**config.mk**
```make
export PLATFORM = sky130hd
export DESIGN_NAME = crc4_lfsr
export DESIGN_NICKNAME = d
export VERILOG_FILES = /design/src/rtl/crc4_pkg.sv /design/src/rtl/crc4_lfsr.sv
export SDC_FILE = /design/constraint.sdc
export NUM_CORES = 1
export LEC_CHECK = 0
export ABC_AREA = 1
export BUFFER_PORTS_ARGS = -buffer_cell sky130_fd_sc_hd__clkbuf_2
export CAP_MARGIN = 20
export CORE_AREA = 2 2 39 41
export DETAILED_ROUTE_END_ITERATION = 16
export DIE_AREA = 0 0 41 43
export SLEW_MARGIN = 10
export SYNTH_ARGS = -nofsm -noshare
export SYNTH_HDL_FRONTEND = slang
export SYNTH_SLANG_ARGS = --single-unit
```
**constraint.sdc**
```tcl
create_clock -name clk -period 0.8 [get_ports clk]
set_input_delay 0.12 -clock clk [delete_from_list [all_inputs] [get_ports clk]]
set_output_delay 0.12 -clock clk [all_outputs]
set_load 0.01 [all_outputs]
```
**src/rtl/crc4_pkg.sv**
```systemverilog
// Shared CRC-4 definitions for the serial generator and checker: polynomial,
// checker FSM encoding and the single-bit Galois LFSR step.
package crc4_pkg;

  localparam int         CRC_W = 4;
  localparam logic [4:0] G     = 5'b11001;

  localparam logic [1:0] ST_IDLE = 2'd0;
  localparam logic [1:0] ST_DATA = 2'd1;
  localparam logic [1:0] ST_CRC  = 2'd2;

  // One shift of the Galois LFSR: fb = d ^ r[3]; fb is folded in at the x^3 and x^0 taps.
  function automatic logic [CRC_W-1:0] crc4_step(input logic [CRC_W-1:0] r, input logic d);
    logic fb;
    fb = d ^ r[CRC_W-1];
    return {r[CRC_W-2:0], 1'b0} ^ (fb ? G[CRC_W-1:0] : '0);
  endfunction

endpackage

```
**src/rtl/crc4_lfsr.sv**
```systemverilog
// 4-bit CRC register with synchronous clear and shift-enable around crc4_step.
module crc4_lfsr
  import crc4_pkg::*;
(
  input  logic             clk,
  input  logic             rst,
  input  logic             i_clr,
  input  logic             i_shift,
  input  logic             i_d,
  output logic [CRC_W-1:0] o_crc
);

  logic [CRC_W-1:0] r_crc;

  // NOTE: state is updated with non-blocking assignments and reset synchronously
  // so every register in the checker samples the same pre-edge values.
  always_ff @(posedge clk) begin
    if (rst || i_clr) begin
      r_crc <= '0;
    end else if (i_shift) begin
      r_crc <= crc4_step(r_crc, i_d);
    end
  end

  assign o_crc = r_crc;

endmodule

```
**Word-level counts from Yosys, hierarchy flattened**

Cells that the tools add are included.

- Register bits after elaboration: 4
- Bits in latches: 0
- RAM bits: 0
- ROM bits: 0
- Input port bits: 5
- Output and inout port bits: 4
- Memories: 0

- $add $sub $neg: 0
- $mul: 0
- Div/mod/pow operators: 0
- $lt $le $gt $ge: 0
- Equality and inequality tests: 0
- Shifts and indexed selects: 0
- Muxes and demuxes: 1
- Bitwise logic cells: 2
- Reductions and logical operators: 1

Operators with widths:

| operator | count |
|---|---|
| 4-bit two-way mux | 1 |
| 4-bit bitwise XOR | 1 |
| 1-bit logical OR | 1 |
| 1-bit bitwise XOR | 1 |

**Longest topological paths before layout**

Gate-level depths: netlist of the first run.

- Depth after elaboration: 3
- Depth in mapped cells: 6

**Worst setup path after synthesis of the first run**

Ideal clock, no wire load.

- Kind: register -> register
- From: reg r_crc[3] (netlist: o_crc[3])
- To: reg r_crc[3] (netlist: o_crc[3])
- Library setup time: 0.056 ns
- Arrival time: 0.736 ns
- Slack: 0.008 ns
- Cell stages (with the launch flop): 7
- Clock period less this slack: 0.792 ns
- Path through: dfxtp_1 > inv_1 > nand2_1 > nand3_1 > nand3_1 > nand2_1 > inv_1

- Cells in the longest elaborated chain, start to end: 3

RTL lines:

| what | RTL line | source |
|---|---|---|
| start: declaration | crc4_lfsr.sv:13 | `logic [CRC_W-1:0] r_crc;` |
| start signal: assignment | crc4_lfsr.sv:21 | `r_crc <= crc4_step(r_crc, i_d);` |
| 1-bit bitwise XOR | crc4_pkg.sv:15 | `fb = d ^ r[CRC_W-1];` |
| 4-bit two-way mux | crc4_pkg.sv:16 | `return {r[CRC_W-2:0], 1'b0} ^ (fb ? G[CRC_W-1:0] : '0);` |
| 4-bit bitwise XOR | crc4_pkg.sv:16 |  |

No other way between the ends.
A chain may end at the register's enable or synchronous reset.

**Worst setup path after layout of the first run**

- From: reg r_crc[3] (netlist: o_crc[3])
- To: out o_crc[3]

RTL lines:

| what | RTL line | source |
|---|---|---|
| end: declaration | crc4_lfsr.sv:10 | `output logic [CRC_W-1:0] o_crc` |

No word-level cell between the ends.

==> summary.md, run 1 <==
| Metric | Value |
|---|---|
| Util after Layout | 22.4% |
| Slowest-stage cell, CP | dfxtp_4 |
| Pin count of the biggest net entering global routing | 6 |
| # rows | 14 |
| Pre-CTS setup slack | -0.0256 ns |
| Pint | 0.413 mW |
| Synth cell types | 8 |
| Crit-path max cell delay | 0.35 ns |
| Via count | 208 |
| Clock-pin slew on the worst setup and hold paths | 0.03 ns |
| Initial DRC Count | 3 |
| CP bufs+invs | 1 |
| Final-report hold violation count | 0 |
| Failing checks | setup timing |
| WL final | 401 um |
| EDFF count, synth | 0 |
| Initial Util | 13.7% |
| I/O pin count | 9 |
| Seq pwr share | 41.3% |
| Dpl cells | 52 |
| CP Capture Type | primary output |
| Max VDD drop | 0.000499 V |
| Die area | 1760 um2 |
| Seq/Total Area, Yosys | 42.1% |
| Max-cap violations | 0 |
| H-tree Lvls | 1 |
| Setup tns final | -0.0149 ns |
| Synth warn | 0 |
| RSZ-0062 raised after global routing | yes |
| Layout overhead on the synthesized area | 63.2% |
| Final setup violation count | 1 |
| Total power | 0.525 mW |
| Outcome | finished, violations left |
| Fillers | 159 |
| CP Cell Sequence | buf_6 |
| CTS tree | built |
| Synthesized cell area | 190 um2 |
| Antenna violations before repair | 0 |
| Grt total ovfl | 0 |
| Sw Share | 21.3% |
| CP delay by family, top | flip-flops |
| Cells after Synth | 28 |
| Clk pwr share | 44.6% |
| Clock sinks | 4 |
| IO Port Bufs | 8 |
| Vias per cell | 3.78 |
| Final Cycle Share | 102% |
| Core Region | 1380 um2 |
| Max reg flops | 4 |
| Async SR Flop Fraction | 0% |
| First-pass GRT wire length | 648 um |
| Share of cells above drive strength 1 | 46.2% |
| Crit-path max FO | 4 |
| Number of nets in the layout | 46 |
| Count leader, synth | inv_1 |
| Min-Delay Path Class | in -> reg |
| List of most frequent post-synthesis cells | inv_1, nand2_1, dfxtp_1, nand3_1 |
| Post-synth net total | 33 |
| Max Slew Vio Count | 0 |
| Gr usage total | 5.94% |
| Max clock buf depth | 2 |
| Pleak | 0.154 nW |
| Avg Cell Area, Syn | 6.79 um2 |
| Post-Layout Cell Count | 55 |
| Final Critical Period | 0.815 ns |
| Min Hold Slack | 0.142 ns |
| FMAX | 1.23 GHz |
| FF+latch count, synth | 4 |
| Vias in the first global route | 208 |
| TritonCTS Buffers | 3 |
| Cell area power density | 1690 nW/um2 |
| WL/cell | 7.29 um |
| Die W | 41 um |
| Post-route cell area | 310 um2 |
| Worst EP arrival | 0.69 ns |
| WP data required | 0.68 ns |
| Final ANT Viol Nets | 0 |
| Number of diodes | 0 |
| Pre-antenna DRT Iters | 2 |
| CP startpoint kind | flip-flop |
| Net Sw Power | 0.112 mW |
| Gpl congestion | 0.635 |
| Fin Clk Skew | 0.00186 ns |
| Combinational power share | 14.1% |
| Ys flop type | dfxtp_1 |
| Worst-margin pin slew | 0.190 ns |
| Synth area leader | dfxtp_1 |
| Main area contributors after synthesis | dfxtp_1, inv_1, nand2_1, nand3_1, a211oi_1 |
| Kind of critical path | reg -> out |
| Clk_lat worst skew | 0.23 ns |
| Residual DRC | 0 |
| Root buffer cell | clkbuf_4 |
| Die Y | 43 um |
| Slew headroom | 87.3% |
| Setup ws final | -0.0149 ns |
| Post-place instance area | 250 um2 |
| Yosys top cell area share | 42.1% |
[per-layer routing]
layer / up-vias / part of all wire (%) / track usage (%)
met5: - / 0 / 0
li1: 111 / - / -
met4: 0 / 0 / 4.00
met1: 95 / 36 / 3.56
met2: 2 / 58 / 10.3
met3: 0 / 6.5 / 4.71
[layout make-up]
class                           instances  area [um2]  share of cell area (%)
Inverter                                7        28.8                    9.27
Clock buffer                            3        22.5                    7.26
Timing Repair Buffer                    8        65.1                    21.0
Tap cell                               16        20.0                    6.45
Multi-Input combinational cell         17        86.3                    27.8
Sequential cell                         4        87.6                    28.2
[cell families after synthesis]
| group | Yosys count | share of synthesized area, % |
|---|---|---|
| and+or+nand+nor | 13 | 30.9 |
| buffers and inverters | 7 | 13.8 |
| DFF | 4 | 42.1 |
| AOI/OAI and AO/OA | 4 | 13.2 |
[power by group through the flow]
stage	Clock, mW	Combinational [mW]	Sequential, mW
6_report	0.234	0.0742	0.217
5_1_grt	0.258	0.0812	0.219
3_5_place_dp	0	0.0634	0.217
3_3_place_gp	0	0.0619	0.218
4_1_cts	0.248	0.0639	0.216
2_1_floorplan	0	0.0334	0.221
[worst paths after layout]
path | startpoint | to | slack [ns] | cells past startpoint
worst max-delay path | o_crc[3] | o_crc[3] | -0.01 | 1
worst min-delay path | i_shift | o_crc[1] | 0.14 | 2
worst max register to register | o_crc[3] | o_crc[3] | 0.01 | 6
worst min register to register | o_crc[0] | o_crc[1] | 0.49 | 2
[layout by cell type, fill, tap and decap left out, types with 2 or more instances in the layout]
cell,count
a211oi_1,2
a21oi_1,2
buf_6,4
clkbuf_2,4
clkbuf_4,3
dfxtp_2,3
inv_1,6
nand2_1,5
nand3_1,4
nor2_1,2
[what timing repair did]
action                     CTS  global route
gates resized for setup      4            12
setup endpoints to repair    6             6
hold buffers                 0             0
setup buffers                0             0
No activity file was read; power rests on OpenSTA's default activity.
==> inputs of run 2 (changes only) <==
Settings changed: ABC_AREA 1 to unset.
==> summary.md, run 2 <==
| Metric | Value |
|---|---|
| Vias per cell | 3.80 (+0.48%) |
| Vias in the first global route | 199 (-4.3%) |
| Most common cell after layout, fill and taps aside | buf_4 |
| WP data required | 0.68 ns (about the same) |
| Yosys top cell area share | 43.5% (+1.4 points) |
| Fin Clk Skew | 0.0000670 ns (-0.00180 ns) |
| Worst-margin pin slew | 0.272 ns (+0.0826 ns) |
| FF-to-FF End | o_crc[3] |
| CP delay by family, top | flip-flops |
| CTS tree | built |
| Grt total ovfl | 0 (unchanged) |
| Max VDD drop | 0.000490 V (-1.9%) |
| Post-place instance area | 293 um2 (+17%) |
| Via count | 190 (-8.7%) |
| Synth area leader | dfxtp_1 |
| I/O pin count | 9 (unchanged) |
| Gpl congestion | 0.619 (-2.5%) |
| Util after Layout | 25.1% (+2.7 points) |
| Avg Cell Area, Syn | 10.8 um2 (+59%) |
| TritonCTS Buffers | 3 (unchanged) |
| Final setup violation count | 5 (+4) |
| Register-to-Register Path Depth | 3 (-3) |
| Synth warn | 0 (unchanged) |
| Min-Delay Path Class | in -> reg |
| Worst EP arrival | 0.85 ns (+0.16 ns) |
| Die area | 1760 um2 (unchanged) |
| Failing checks | setup timing |
| Pin count of the biggest net entering global routing | 6 (unchanged) |
| GR Layer Usage met3 | 3.14% (-1.6 points) |
| Clock sinks | 4 (unchanged) |
| Crit path from | o_crc[3] |
| Cell area power density | 1520 nW/um2 (-10%) |
| Total power | 0.530 mW (+0.87%) |
| WL final | 431 um (+7.5%) |
| Final ANT Viol Nets | 0 (unchanged) |
| Clk_lat worst skew | 0.23 ns (about the same) |
| Slew headroom | 81.8% (-5.5 points) |
| H-tree Lvls | 1 (unchanged) |
| WL/cell | 8.62 um (+18%) |
| Setup ws final | -0.170 ns (-0.155 ns) |
| GRT met1 Usage | 5.48% (+1.9 points) |
| GR peak layer | met2 |
| Core Region | 1380 um2 (unchanged) |
| Crit-path max FO | 4 (unchanged) |
| Final Cycle Share | 121% (+19 points) |
| List of most frequent post-synthesis cells | dfxtp_1, nor3_1, a2111oi_2, mux2i_1 |
| Fillers | 155 (-2.5%) |
| Final Critical Period | 0.970 ns (+0.155 ns) |
| Async SR Flop Fraction | 0% (unchanged) |
| Worst reg2reg setup slack | -0.17 ns (-0.18 ns) |
| Count leader, synth | dfxtp_1 |
| Post-route cell area | 348 um2 (+12%) |
| Clock-pin slew on the worst setup and hold paths | 0.04 ns (about the same) |
| IO Port Bufs | 8 (unchanged) |
| FF+latch count, synth | 4 (unchanged) |
| Number of nets in the layout | 41 (-11%) |
| Global routing usage on met2 | 8.75% (-1.6 points) |
| Crit. path cell count | 2 (+1) |
| Kind of critical path | reg -> out |
| Share of cells above drive strength 1 | 70.6% (+24 points) |
| Worst setup path end | o_crc[3] |
| Antenna violations before repair | 0 (unchanged) |
| Commonest non-fill, non-tap cells in the layout | buf_4, clkbuf_2, buf_6 |
| Crit-path max cell delay | 0.38 ns (+0.03 ns) |
| CP Cell Sequence | buf_4 > clkbuf_2 |
| CP Capture Type | primary output |
| Pre-antenna DRT Iters | 1 (-1) |
| Gr usage total | 6.33% (+0.40 points) |
| Die Y | 43 um (unchanged) |
| Max reg flops | 4 (unchanged) |
| Initial DRC Count | 0 (-3) |
| Max-cap violations | 0 (unchanged) |
| Residual DRC | 0 (unchanged) |
| Max clock buf depth | 2 (unchanged) |
| Synthesized cell area | 184 um2 (-3.3%) |
| Crit Reg-Reg Startpoint | o_crc[2] |
| Die W | 41 um (unchanged) |
| RSZ-0062 raised after global routing | yes |
| Synth cell types | 10 (+2) |
| # rows | 14 (unchanged) |
| Final-report hold violation count | 0 (unchanged) |
| Layout overhead on the synthesized area | 89.1% |
| Initial Util | 13.3% (-0.45 points) |
| Main area contributors after synthesis | dfxtp_1, a2111oi_2, mux2i_1, nor3_1, a31o_1 |
| Ys flop type | dfxtp_1 |
| Slowest-stage cell, CP | dfxtp_1 |
| Hold Buf Count CTS | 0 (unchanged) |
| Root buffer cell | clkbuf_4 |
| Outcome | finished, violations left |
| First-pass GRT wire length | 669 um (+3.2%) |
| Max Slew Vio Count | 0 (unchanged) |
| Pleak | 0.152 nW (-1.5%) |
| CP startpoint kind | flip-flop |
| Number of diodes | 0 (unchanged) |
| FMAX | 1.03 GHz (-16%) |
| Post-synth net total | 22 (-33%) |
| Seq/Total Area, Yosys | 43.5% (+1.4 points) |
| EDFF count, synth | 0 (unchanged) |
| Cells after Synth | 17 (-39%) |
| CP bufs+invs | 2 (+1) |
| Setup tns final | -0.678 ns (-0.663 ns) |
==> run 2: changes by cell type after synthesis, moves of 2 or more <==
| cell | delta |
|---|---|
| nand3_1 | -4 |
| a21oi_1 | -2 |
| a2111oi_2 | +2 |
| mux2i_1 | +2 |
| nand2_1 | -6 |
| nor3_1 | +3 |
| a211oi_1 | -2 |
| inv_1 | -6 |
==> run 2: layout make-up <==
cell class | count | area, um2 | area share (%)
inverters | 1 | 3.75 | 1.08
flip-flops and latches | 4 | 83.8 | 24.1
repair buffers | 15 | 115 | 33.1
multi-input cells | 11 | 103 | 29.5
well taps | 16 | 20.0 | 5.76
clock buffers | 3 | 22.5 | 6.47
==> run 2: worst min-delay path by stage <==
stage	start	endpoint	slack (ns)	depth (start not counted)
2_1_floorplan	rst	o_crc[0]	0.19	1
6_report	rst	o_crc[0]	0.13	2
3_5_place_dp	i_clr	o_crc[0]	0.37	2
3_3_place_gp	rst	o_crc[0]	0.38	2
5_1_grt	i_clr	o_crc[0]	0.12	2
4_1_cts	i_clr	o_crc[0]	0.12	2
==> run 2: worst register-to-register path: cells and delay by family, from the launching register on <==
kind / cells / cell delay, ns
DFF: 1 / 0.32
AOI/OAI and AO/OA: 2 / 0.44
xor gates and xnor gates: 1 / 0.15
==> run 2: timing repair <==
item | 4_1_cts | 5_1_grt
resized for setup | 3 | 6
buffers inserted | 1 | 0
endpoints found under the setup margin | 6 | 7
==> run 2: power breakdown <==
group / switching [mW] / leakage [nW] / internal, mW / total, mW
combinational: 0.0348 / 0.104 / 0.0430 / 0.0778
clock: 0.0744 / 0.0138 / 0.167 / 0.242
sequential: 0.00430 / 0.0339 / 0.206 / 0.210
total: 0.113 / 0.152 / 0.416 / 0.530
==> run 2: metal layers <==
layer	part of all wire [%]	up-vias
met1	33	88
met3	6.5	0
li1	-	99
met5	0	-
met2	60	3
met4	0	0
==> run 2: cells by family (layout without fill, tap and decap cells) <==
family	Yosys count	count (layout)	share of synthesized area, %
xor+xnor	2	2	9.53
buf+inv	2	19	4.76
simple gates	4	4	10.2
mux	2	2	10.9
flops	4	4	43.5
compound gates	3	3	21.1
==> run 2: metrics by stage <==
stage,hold WS [ns],cells,setup WS [ns]
after floorplan,0.189,17,-0.144
after global placement,0.376,46,-0.148
after detailed placement,0.375,46,-0.176
after CTS,0.119,50,-0.188
after global routing,0.122,50,-0.216
final,0.132,50,-0.170
==> inputs of run 3 (changes only) <==
Settings changed: RECOVER_POWER set to 50.
==> summary.md, run 3 (synthesis results as in run 2) <==
| Metric | Value |
|---|---|
| Residual DRC | 0 (unchanged) |
| Clock sinks | 4 (unchanged) |
| Initial Util | 13.3% (unchanged) |
| Number of diodes | 0 (unchanged) |
| Pleak | 0.152 nW (-0.33%) |
| Die W | 41 um (unchanged) |
| CP startpoint kind | flip-flop |
| Final Critical Period | 0.970 ns (unchanged) |
| Commonest non-fill, non-tap cells in the layout | buf_4, clkbuf_2, buf_6 |
| Clk_lat worst skew | 0.23 ns (about the same) |
| Cell area power density | 1530 nW/um2 (+0.34%) |
| First-pass GRT wire length | 669 um (unchanged) |
| Core Region | 1380 um2 (unchanged) |
| Clock-pin slew on the worst setup and hold paths | 0.04 ns (about the same) |
| Max reg flops | 4 (unchanged) |
| Root buffer cell | clkbuf_4 |
| Outcome | finished, violations left |
| Via count | 190 (unchanged) |
| Worst-margin pin slew | 0.272 ns (unchanged) |
| Net Sw Power | 0.113 mW (unchanged) |
| Vias in the first global route | 199 (unchanged) |
| Failing checks | setup timing |
| Initial DRC Count | 0 (unchanged) |
| WL final | 431 um (unchanged) |
| Slowest-stage cell, CP | dfxtp_1 |
| WL/cell | 8.62 um (unchanged) |
| Fin Clk Skew | 0.0000670 ns (unchanged) |
| Final-report hold violation count | 0 (unchanged) |
| FMAX | 1.03 GHz (unchanged) |
| I/O pin count | 9 (unchanged) |
| TritonCTS Buffers | 3 (unchanged) |
| Die area | 1760 um2 (unchanged) |
| Die Y | 43 um (unchanged) |
| WP data required | 0.68 ns (about the same) |
| Grt total ovfl | 0 (unchanged) |
| Most common cell after layout, fill and taps aside | buf_4 |
| Pre-antenna DRT Iters | 1 (unchanged) |
| Seq pwr share | 39.7% (about the same) |
| Final ANT Viol Nets | 0 (unchanged) |
| Slew headroom | 81.8% (unchanged) |
| Crit-path max cell delay | 0.38 ns (about the same) |
| CP Capture Type | primary output |
| Sw Share | 21.4% (about the same) |
| Setup ws final | -0.170 ns (unchanged) |
| RSZ-0062 raised after global routing | yes |
| Final setup violation count | 6 (+1) |
| Max VDD drop | 0.000490 V (about the same) |
| Min-Delay Path Class | in -> reg |
| H-tree Lvls | 1 (unchanged) |
| CP Cell Sequence | buf_4 > clkbuf_2 |
| Layout overhead on the synthesized area | 88.4% |
| Max-cap violations | 0 (unchanged) |
| Pint | 0.416 mW (about the same) |
| Min Hold Slack | 0.132 ns (unchanged) |
| Number of nets in the layout | 41 (unchanged) |
| Worst EP arrival | 0.85 ns (about the same) |
| Max clock buf depth | 2 (unchanged) |
| CTS tree | built |
| Combinational power share | 14.7% (about the same) |
| Vias per cell | 3.80 (unchanged) |
| Pre-CTS setup slack | -0.176 ns (unchanged) |
| Max Slew Vio Count | 0 (unchanged) |
| IO Port Bufs | 8 (unchanged) |
| Worst reg2reg setup slack | -0.17 ns (about the same) |
| Clk pwr share | 45.6% (about the same) |
| Final Cycle Share | 121% (unchanged) |
| Gpl congestion | 0.619 (unchanged) |
| Kind of critical path | reg -> out |
| Antenna violations before repair | 0 (unchanged) |
| Pin count of the biggest net entering global routing | 6 (unchanged) |
| Share of cells above drive strength 1 | 67.6% (-2.9 points) |
| Gr usage total | 6.33% (unchanged) |
| Crit-path max FO | 4 (unchanged) |
| # rows | 14 (unchanged) |
-- run 3: cell counts in the layout (fill, tap and decap cells not counted) --
Identical to the previous run, type by type.
-- run 3: layout make-up --
class | instances | area (um2)
sequential | 4 | 82.6
timing repair buffer | 15 | 115
inverter | 1 | 3.75
fill | 154 | 1040
clock buffer | 3 | 22.5
multi-input combinational | 11 | 103
tap | 16 | 20.0
-- run 3: critical path: cells and delay by family, from the launching register on --
kind | cells | cell delay, ns
flip-flops | 1 | 0.38
buffers and inverters | 2 | 0.24
-- run 3: power groups by stage --
stage	combinational, mW	sequential [mW]	clock [mW]
global route	0.0832	0.210	0.281
finish	0.0778	0.210	0.242
detailed placement	0.0724	0.213	0
global placement	0.0716	0.212	0
CTS	0.0750	0.210	0.262
floorplan	0.0277	0.215	0
-- run 3: stage by stage --
step	util, %	cell area, um2	std cells	power [mW]	setup TNS (ns)
final	25.0	347	50	0.530	-0.679
after global routing	25.0	347	50	0.575	-0.951
after CTS	23.8	329	50	0.548	-0.775
after detailed placement	21.2	293	46	0.285	-0.330
after global placement	21.2	293	46	0.284	-0.290
after floorplan	-	193	17	0.243	-0.276
-- run 3: worst paths after layout --
| check | start | depth (start not counted) | endpoint |
|---|---|---|---|
| max | o_crc[3] | 2 | o_crc[3] |
| min | rst | 2 | o_crc[0] |
| max reg2reg | o_crc[2] | 3 | o_crc[3] |
| min reg2reg | o_crc[0] | 2 | o_crc[0] |
-- run 3: layer usage --
metal / GRT usage, % / part of all wire (%)
met2: 8.75 / 60
met1: 5.48 / 33
met3: 3.14 / 6.5
met4: 8.00 / 0
met5: 0 / 0
-- run 3: repair_timing --
action	CTS	global route
gates resized for setup	3	6
pin swaps	0	0
hold buffers	0	0
buffers inserted	1	0
endpoints found under the setup margin	6	7
